--- config.mk ---
export PLATFORM = sky130hd
export DESIGN_NAME = seq_div_u16_u8
export DESIGN_NICKNAME = d
export VERILOG_FILES = /design/src/rtl/seq_div_u16_u8.sv
export SDC_FILE = /design/constraint.sdc
export NUM_CORES = 1
export LEC_CHECK = 0
export ABC_AREA = 1
export BUFFER_PORTS_ARGS = -buffer_cell sky130_fd_sc_hd__buf_2
export CORE_AREA = 3 3 84 86
export CTS_BUF_LIST = sky130_fd_sc_hd__clkbuf_2
export CTS_CLUSTER_DIAMETER = 30
export DETAILED_ROUTE_END_ITERATION = 16
export DIE_AREA = 0 0 87 89
export GPL_ROUTABILITY_DRIVEN = 0
export PLACE_DENSITY = 0.69
export SYNTH_ARGS = -nofsm -noshare
export SYNTH_HDL_FRONTEND = slang
export SYNTH_SLANG_ARGS = --single-unit
export TNS_END_PERCENT = 10
--- constraint.sdc ---
create_clock -name clk -period 3.3 [get_ports clk]
set_clock_uncertainty 0.15 [all_clocks]
set_input_delay 0.33 -clock clk [delete_from_list [all_inputs] [get_ports clk]]
set_output_delay 0.33 -clock clk [all_outputs]
set_load 0.05 [all_outputs]
--- src/rtl/seq_div_u16_u8.sv ---
// Unsigned restoring divider, DW_A-bit dividend by DW_B-bit divisor, one quotient bit per clock.
// Latency DW_A+1 cycles from accept to out_valid; results hold in DONE until out_ready.
module seq_div_u16_u8 #(
  parameter int DW_A = 16,
  parameter int DW_B = 8,
  parameter int CW   = 5
) (
  input  logic            clk,
  input  logic            rst_n,
  input  logic            in_valid,
  output logic            in_ready,
  input  logic [DW_A-1:0] dividend,
  input  logic [DW_B-1:0] divisor,
  input  logic            flush,
  output logic            out_valid,
  input  logic            out_ready,
  output logic [DW_A-1:0] quotient,
  output logic [DW_B-1:0] remainder,
  output logic            div_by_zero
);

  typedef enum logic [1:0] {IDLE, RUN, DONE} state_t;

  state_t          state, state_nxt;
  logic [DW_B:0]   pr;
  logic [DW_A-1:0] sreg;
  logic [DW_B-1:0] div;
  logic [CW-1:0]   cnt;
  logic            dbz;

  logic [DW_B:0]   t;
  logic [DW_B:0]   t_sub;
  logic            qbit;
  logic            fin;

  // pr's top bit is always 0 after a restoring step, so dropping it here loses nothing.
  always_comb begin
    t     = (DW_B+1)'({pr, sreg[DW_A-1]});
    qbit  = (t >= {1'b0, div});
    t_sub = t - {1'b0, div};
    // The counter wraps to all ones after the final step; that value marks the finalise cycle.
    fin   = (cnt == {CW{1'b1}});
  end

  always_comb begin
    state_nxt = state;
    case (state)
      IDLE:    if (in_valid)  state_nxt = RUN;
      RUN:     if (fin)       state_nxt = DONE;
      DONE:    if (out_ready) state_nxt = IDLE;
      default:                state_nxt = IDLE;
    endcase
    if (flush) state_nxt = IDLE;
  end

  assign in_ready  = (state == IDLE);
  assign out_valid = (state == DONE);

  always_ff @(posedge clk or negedge rst_n) begin
    if (!rst_n) begin
      state <= IDLE;
    end else begin
      state <= state_nxt;
    end
  end

  always_ff @(posedge clk or negedge rst_n) begin
    if (!rst_n) begin
      pr          <= '0;
      sreg        <= '0;
      div         <= '0;
      cnt         <= '0;
      dbz         <= 1'b0;
      quotient    <= '0;
      remainder   <= '0;
      div_by_zero <= 1'b0;
    end else if (!flush) begin
      if (state == IDLE && in_valid) begin
        sreg <= dividend;
        div  <= divisor;
        pr   <= '0;
        cnt  <= CW'(DW_A-1);
        dbz  <= (divisor == '0);
      end else if (state == RUN) begin
        if (fin) begin
          // A zero divisor naturally yields all-ones quotient and dividend low bits as remainder.
          quotient    <= sreg;
          remainder   <= pr[DW_B-1:0];
          div_by_zero <= dbz;
        end else begin
          pr   <= qbit ? t_sub : t;
          sreg <= {sreg[DW_A-2:0], qbit};
          cnt  <= cnt - CW'(1);
        end
      end
    end
  end

endmodule

**After elaboration in Yosys (flattened, before gate mapping)**

Cells that the tools add are included.
W data, S select, Z words.

- Logic and storage cells: 44
- Bits in registers: 65

- Eq/ne operators: 7
- Muxes and demuxes: 15
- Reduce and logical (&&, ||, !) cells: 8
- Bitwise operators: 2
- $add $sub $neg: 2
- Order comparisons: 1

Operators by type and width:

| cell | count |
|---|---|
| $mux W16 | 3 |
| $mux W8 | 4 |
| $mux W5 | 3 |
| $ge A9 B8 Y1 | 1 |
| $logic_not A8 Y1 | 1 |
| $mux W2 | 4 |
| $sub A8 B8 Y8 | 1 |
| $ne A3 B2 Y1 const B | 2 |
| $pmux W2 S3 | 1 |
| $reduce_and A3 Y1 | 2 |
| $eq A5 B5 Y1 const B | 1 |
| $sub A5 B1 Y5 const B | 1 |
| $reduce_and A4 Y1 | 1 |
| $ne A3 B3 Y1 const B | 1 |
| $eq A2 B1 Y1 const B | 1 |
| $eq A2 B2 Y1 const B | 1 |
| $logic_not A2 Y1 | 1 |
| $ne A2 B1 Y1 const B | 1 |
| $not A1 Y1 | 2 |
| $reduce_and A2 Y1 | 1 |
| $reduce_bool A2 Y1 | 1 |
| $logic_and A1 B1 Y1 | 1 |

**Depth between registers and ports, before layout**

- Depth after elaboration: 5
- Gate-level depth with buffers: 12
- Depth with buffers taken out: 12

**Worst setup path before layout**

No wires, ideal clock.

- Kind: register to register
- Start: register pr[1]
- End: register sreg[0]
- Data required time: 3020 ps
- Library setup time: 130 ps
- Setup slack: 1558 ps
- Arrival: 1461 ps
- Clock period less this slack: 1742 ps
- Stages on the path, launching flop included: 9
- Cell sequence: dfrtp_1 -> ha_1 -> or2_1 -> nand3_2 -> nand2_1 -> nand2_2 -> nand2_4 -> nand2_1 -> o211ai_1

- Cells in the longest elaborated chain, start to end: 4

RTL lines:

| what | line | text |
|---|---|---|
| from (decl) | 25 | `logic [DW_B:0] pr;` |
| from (signal assigned) | 91 | `pr <= qbit ? t_sub : t;` |
| $ge A9 B8 Y1 | 39 | `qbit = (t >= {1'b0, div});` |
| $mux W16 | 85 | `if (fin) begin` |
| $mux W16 | 84 | `end else if (state == RUN) begin` |
| $mux W16 | 78 | `if (state == IDLE && in_valid) begin` |
| to (signal assigned) | 79 | `sreg <= dividend;` |
| to (signal assigned) | 92 | `sreg <= {sreg[DW_A-2:0], qbit};` |
| to (decl) | 26 | `logic [DW_A-1:0] sreg;` |

No other way between the ends. The select of a mux whose other input is x is not followed.
A chain may end at the register's enable or synchronous reset.

**Worst setup path in the final report**

- Start: register cnt[1]
- End: register state[1]

- Cells in the longest elaborated chain, start to end: 3

RTL lines:

| what | line | text |
|---|---|---|
| from (decl) | 28 | `logic [CW-1:0] cnt;` |
| from (signal assigned) | 82 | `cnt <= CW'(DW_A-1);` |
| from (signal assigned) | 93 | `cnt <= cnt - CW'(1);` |
| $eq A5 B5 Y1 | 42 | `fin = (cnt == {CW{1'b1}});` |
| $ne A3 B3 Y1 (no source line) | n/a |  |
| $reduce_and A3 Y1 (no source line) | n/a |  |
| to (signal assigned) | 63 | `state <= state_nxt;` |
| to (decl) | 24 | `state_t state, state_nxt;` |

No other way between the ends.

==> impl_metrics.xml <==
<?xml version="1.0" encoding="UTF-8"?>
<metrics>
  <group name="timing">
    <metric name="worst_setup_slack_after_layout" unit="ns">0.871</metric>
    <metric name="setup_violations" unit="">0</metric>
    <metric name="max_freq" unit="MHz">412</metric>
    <metric name="drv_slew" unit="">0</metric>
    <metric name="final_critical_path_share_of_the_clock_period" unit="%">73.6</metric>
    <metric name="finalSetupTns" unit="ns">0</metric>
    <metric name="minimum_clock_period_after_layout" unit="ns">2.43</metric>
    <metric name="grt_setup_unrepaired" unit="">no</metric>
    <metric name="max_slew_margin" unit="%">43.5</metric>
    <metric name="final-hold-violation-count" unit="">0</metric>
    <metric name="worst_slew_pin_slew" unit="ns">0.846</metric>
  </group>
  <group name="final_layout">
    <metric name="ff_latch_area" unit="mm2">0.00163</metric>
    <metric name="final_core_utilization" unit="%">60.9</metric>
    <metric name="antenna_cells_inserted" unit="">0</metric>
    <metric name="final_layout_size_suffix_gt1_share" unit="%">18.9</metric>
    <metric name="finalNetCount" unit="">486</metric>
    <metric name="flow.area_growth_from_synthesis" unit="%">22.5</metric>
    <metric name="multi_input_comb_area" unit="mm2">0.00124</metric>
    <metric name="fill_cells" unit="">582</metric>
  </group>
  <group name="synth">
    <metric name="syn-num-nets" unit="">405</metric>
    <metric name="synth_edf_count" unit="">0</metric>
    <metric name="yosys-top-cells-area" unit="">dfrtp_1, nand2_1, inv_1, o21ai_0, o221ai_1</metric>
    <metric name="yosys.cell_types.count" unit="">33</metric>
    <metric name="ys_ff_latch" unit="">65</metric>
    <metric name="synth_seq_area_share" unit="%">51.5</metric>
    <metric name="netlist.top_cell.by_area" unit="">dfrtp_1</metric>
    <metric name="ys_async_sr_fraction" unit="%">100</metric>
    <metric name="syn_area_per_cell" unit="um2">8.65</metric>
    <metric name="synth.top_cell.area_share" unit="%">51.5</metric>
    <metric name="post_synth_inst_count" unit="">365</metric>
    <metric name="synth-main-ff-cell" unit="">dfrtp_1</metric>
    <metric name="synth_area" unit="mm2">0.00316</metric>
    <metric name="ys_warn_count" unit="">0</metric>
  </group>
  <group name="hold_path">
    <metric name="hp-class" unit="">primary input to flip-flop</metric>
    <metric name="min_path_cells" unit="">4</metric>
    <metric name="worstHoldStart" unit="">in_valid</metric>
  </group>
  <group name="worst_setup_path">
    <metric name="crit_fanout" unit="">50</metric>
    <metric name="crit_arrival" unit="ns">2.69</metric>
    <metric name="crit-reg2reg-launch" unit="">cnt[1]$_DFFE_PN0P_</metric>
    <metric name="timing.critical_path.required" unit="ns">3.56</metric>
    <metric name="element_type_at_the_critical_path_end" unit="">flip-flop</metric>
    <metric name="critical_path_class" unit="">flip-flop to flip-flop</metric>
    <metric name="critical_path.startpoint" unit="">cnt[1]$_DFFE_PN0P_</metric>
    <metric name="reg2reg_depth" unit="">6</metric>
    <metric name="crit_path_start_kind" unit="">flip-flop</metric>
  </group>
  <group name="floorplanning">
    <metric name="die_height" unit="um">89</metric>
    <metric name="initial_utilization" unit="%">49.7</metric>
    <metric name="fp.dieArea" unit="mm2">0.00774</metric>
    <metric name="pin_count" unit="">56</metric>
    <metric name="core_region_area" unit="mm2">0.00635</metric>
    <metric name="num_rows" unit="">29</metric>
    <metric name="floorplan.die.width" unit="um">87</metric>
  </group>
  <group name="clock_tree">
    <metric name="cts_sinks" unit="">65</metric>
    <metric name="numCtsBuffers" unit="">9</metric>
    <metric name="cts_root_buffer" unit="">clkbuf_2</metric>
    <metric name="post-cts-setup-buffer-count" unit="">0</metric>
    <metric name="worst_setup_hold_path_clk_slew" unit="ns">0.20</metric>
    <metric name="ctsHtreeMaxLevel" unit="">3</metric>
    <metric name="cts-root-to-sink-buffers" unit="">2</metric>
    <metric name="insertion_delay" unit="ns">0.50</metric>
    <metric name="cts_tree" unit="">done</metric>
  </group>
  <group name="route">
    <metric name="route.detailed.vias_per_inst" unit="">5.11</metric>
    <metric name="drt-total-wl" unit="um">7450</metric>
    <metric name="detailedRoute.firstIterationViolations" unit="">137</metric>
    <metric name="drt_pre_antenna_iters" unit="">4</metric>
    <metric name="antenna_violating_nets_post_route" unit="">0</metric>
    <metric name="wire_per_inst" unit="um">14.1</metric>
    <metric name="drt_drc_violations_left" unit="">0</metric>
    <metric name="vias" unit="">2695</metric>
  </group>
  <group name="global_route">
    <metric name="overall_global_routing_usage" unit="%">20.4</metric>
    <metric name="grt.overflow.total" unit="">0</metric>
    <metric name="grt_antenna_before_repair" unit="">0</metric>
    <metric name="first_pass_grt_wire_length" unit="um">12200</metric>
    <metric name="grt_max_degree" unit="">66</metric>
    <metric name="grt_pass1_vias" unit="">2587</metric>
  </group>
  <group name="placement">
    <metric name="dp_worst_setup_slack" unit="ns">1.15</metric>
    <metric name="port_buffers" unit="">55</metric>
    <metric name="dp.final_hpwl" unit="um">4880</metric>
  </group>
  <group name="run">
    <metric name="cap_violations" unit="">0</metric>
  </group>
  <group name="power">
    <metric name="static-leakage-power" unit="uW">0.00207</metric>
    <metric name="cellPowerDensity" unit="mW/mm2">766</metric>
    <metric name="worst_ir_drop_vdd" unit="V">0.000376</metric>
  </group>
  <group name="status">
    <metric name="status" unit="">completed</metric>
  </group>
</metrics>
[metrics by stage]
step / std cells / hold slack, ns / total power (uW) / area [um2]
final: 527 / 0.0719 / 2960 / 3870
after global placement: 485 / 0.309 / 2360 / 3460
after global routing: 527 / 0.0738 / 3200 / 3870
after CTS: 527 / 0.0526 / 2960 / 3870
after detailed placement: 485 / 0.317 / 2380 / 3460
after floorplan: 365 / -0.116 / 2080 / 3160
[path summary, 6_finish.rpt]
check | endpoint | slack (ns)
min | cnt[4]$_DFFE_PN0P_ | 0.07
max in group asynchronous | pr[4]$_DFFE_PN0P_ | 2.12
min reg2reg | quotient[8]$_DFFE_PN0P_ | 0.36
max reg2reg | state[1]$_DFFE_PN0P_ | 0.87
min in group asynchronous | quotient[5]$_DFFE_PN0P_ | 0.33
max | state[1]$_DFFE_PN0P_ | 0.87
[cell families after synthesis]
group / synth area share [%]
multiplexers: 0.476
AND/OR/NAND/NOR: 22.0
buffers and inverters: 9.16
AO/OA/AOI/OAI: 11.1
adder cells (fa/ha/maj): 4.60
flip-flops: 51.5
XOR/XNOR: 1.11
[metal layers]
metal  part of all wire, %  vias to the layer above  GRT usage [%]
met5                     0                        -              0
met3                   4.6                       15           3.69
met2                    49                       61           33.7
met1                    45                     1279           26.7
met4                   1.9                        0           8.22
li1                      -                     1340              -
[power by group]
| group | total (uW) | switching (uW) | internal, uW |
|---|---|---|---|
| Clock | 560 | 307 | 252 |
| Combinational | 1290 | 867 | 421 |
| Sequential | 1110 | 122 | 992 |
[sequential cells by signal, indices dropped and copies added, names as in the netlist]
register and cells:
dbz 1, div_by_zero 1, remainder 8, pr 8, cnt 5, state 2, quotient 16, sreg 16
div 8
[cells in the mapped netlist, drive strengths merged (2+ instances only)]
cell type	n
nor3	5
o21ai	34
inv	57
nand4	2
nand3	27
xor2	4
buf	9
nor2	9
clkbuf	4
a21oi	4
dfrtp	65
ha	10
o221ai	15
nand2	111
[worst max-delay path, cell delays in order, from the launching register on]
cell	delay (ns)
dfrtp_1	0.46
ha_1	0.20
nand4_2	0.09
inv_2	0.04
nand2_2	0.55
o21ai_0	0.22
dlygate4sd3_1	0.62
[repair_timing]
action / CTS / global route
gates resized for setup: 0 / 0
hold buffers: 27 / 0
hold endpoints to repair: 91 / 0
[cell usage in the layout (no fill, tap or decap), types with 2 or more instances in the layout]
cell	synthesis	final
a21oi_1	4	4
buf_2	6	55
bufinv_16	0	2
clkbuf_2	0	9
dfrtp_1	65	65
dlygate4sd3_1	0	27
ha_1	10	10
inv_1	56	56
inv_6	0	2
nand2_1	104	104
nand2_2	6	6
nand3_1	26	26
nor2_1	8	8
nor3_1	3	3
nor3_2	2	2
o21ai_0	32	32
o21ai_1	2	2
o221ai_1	15	15
xor2_1	4	4
[final cells by class]
type	instances	share of cell area, %
clock inverters	6	2.36
clock buffers	9	1.17
multi-input cells	230	32.1
flip-flops and latches	65	42.1
well taps	77	2.49
inverters	57	5.53
repair buffers	83	14.3
No activity file was read; power rests on OpenSTA's default activity.
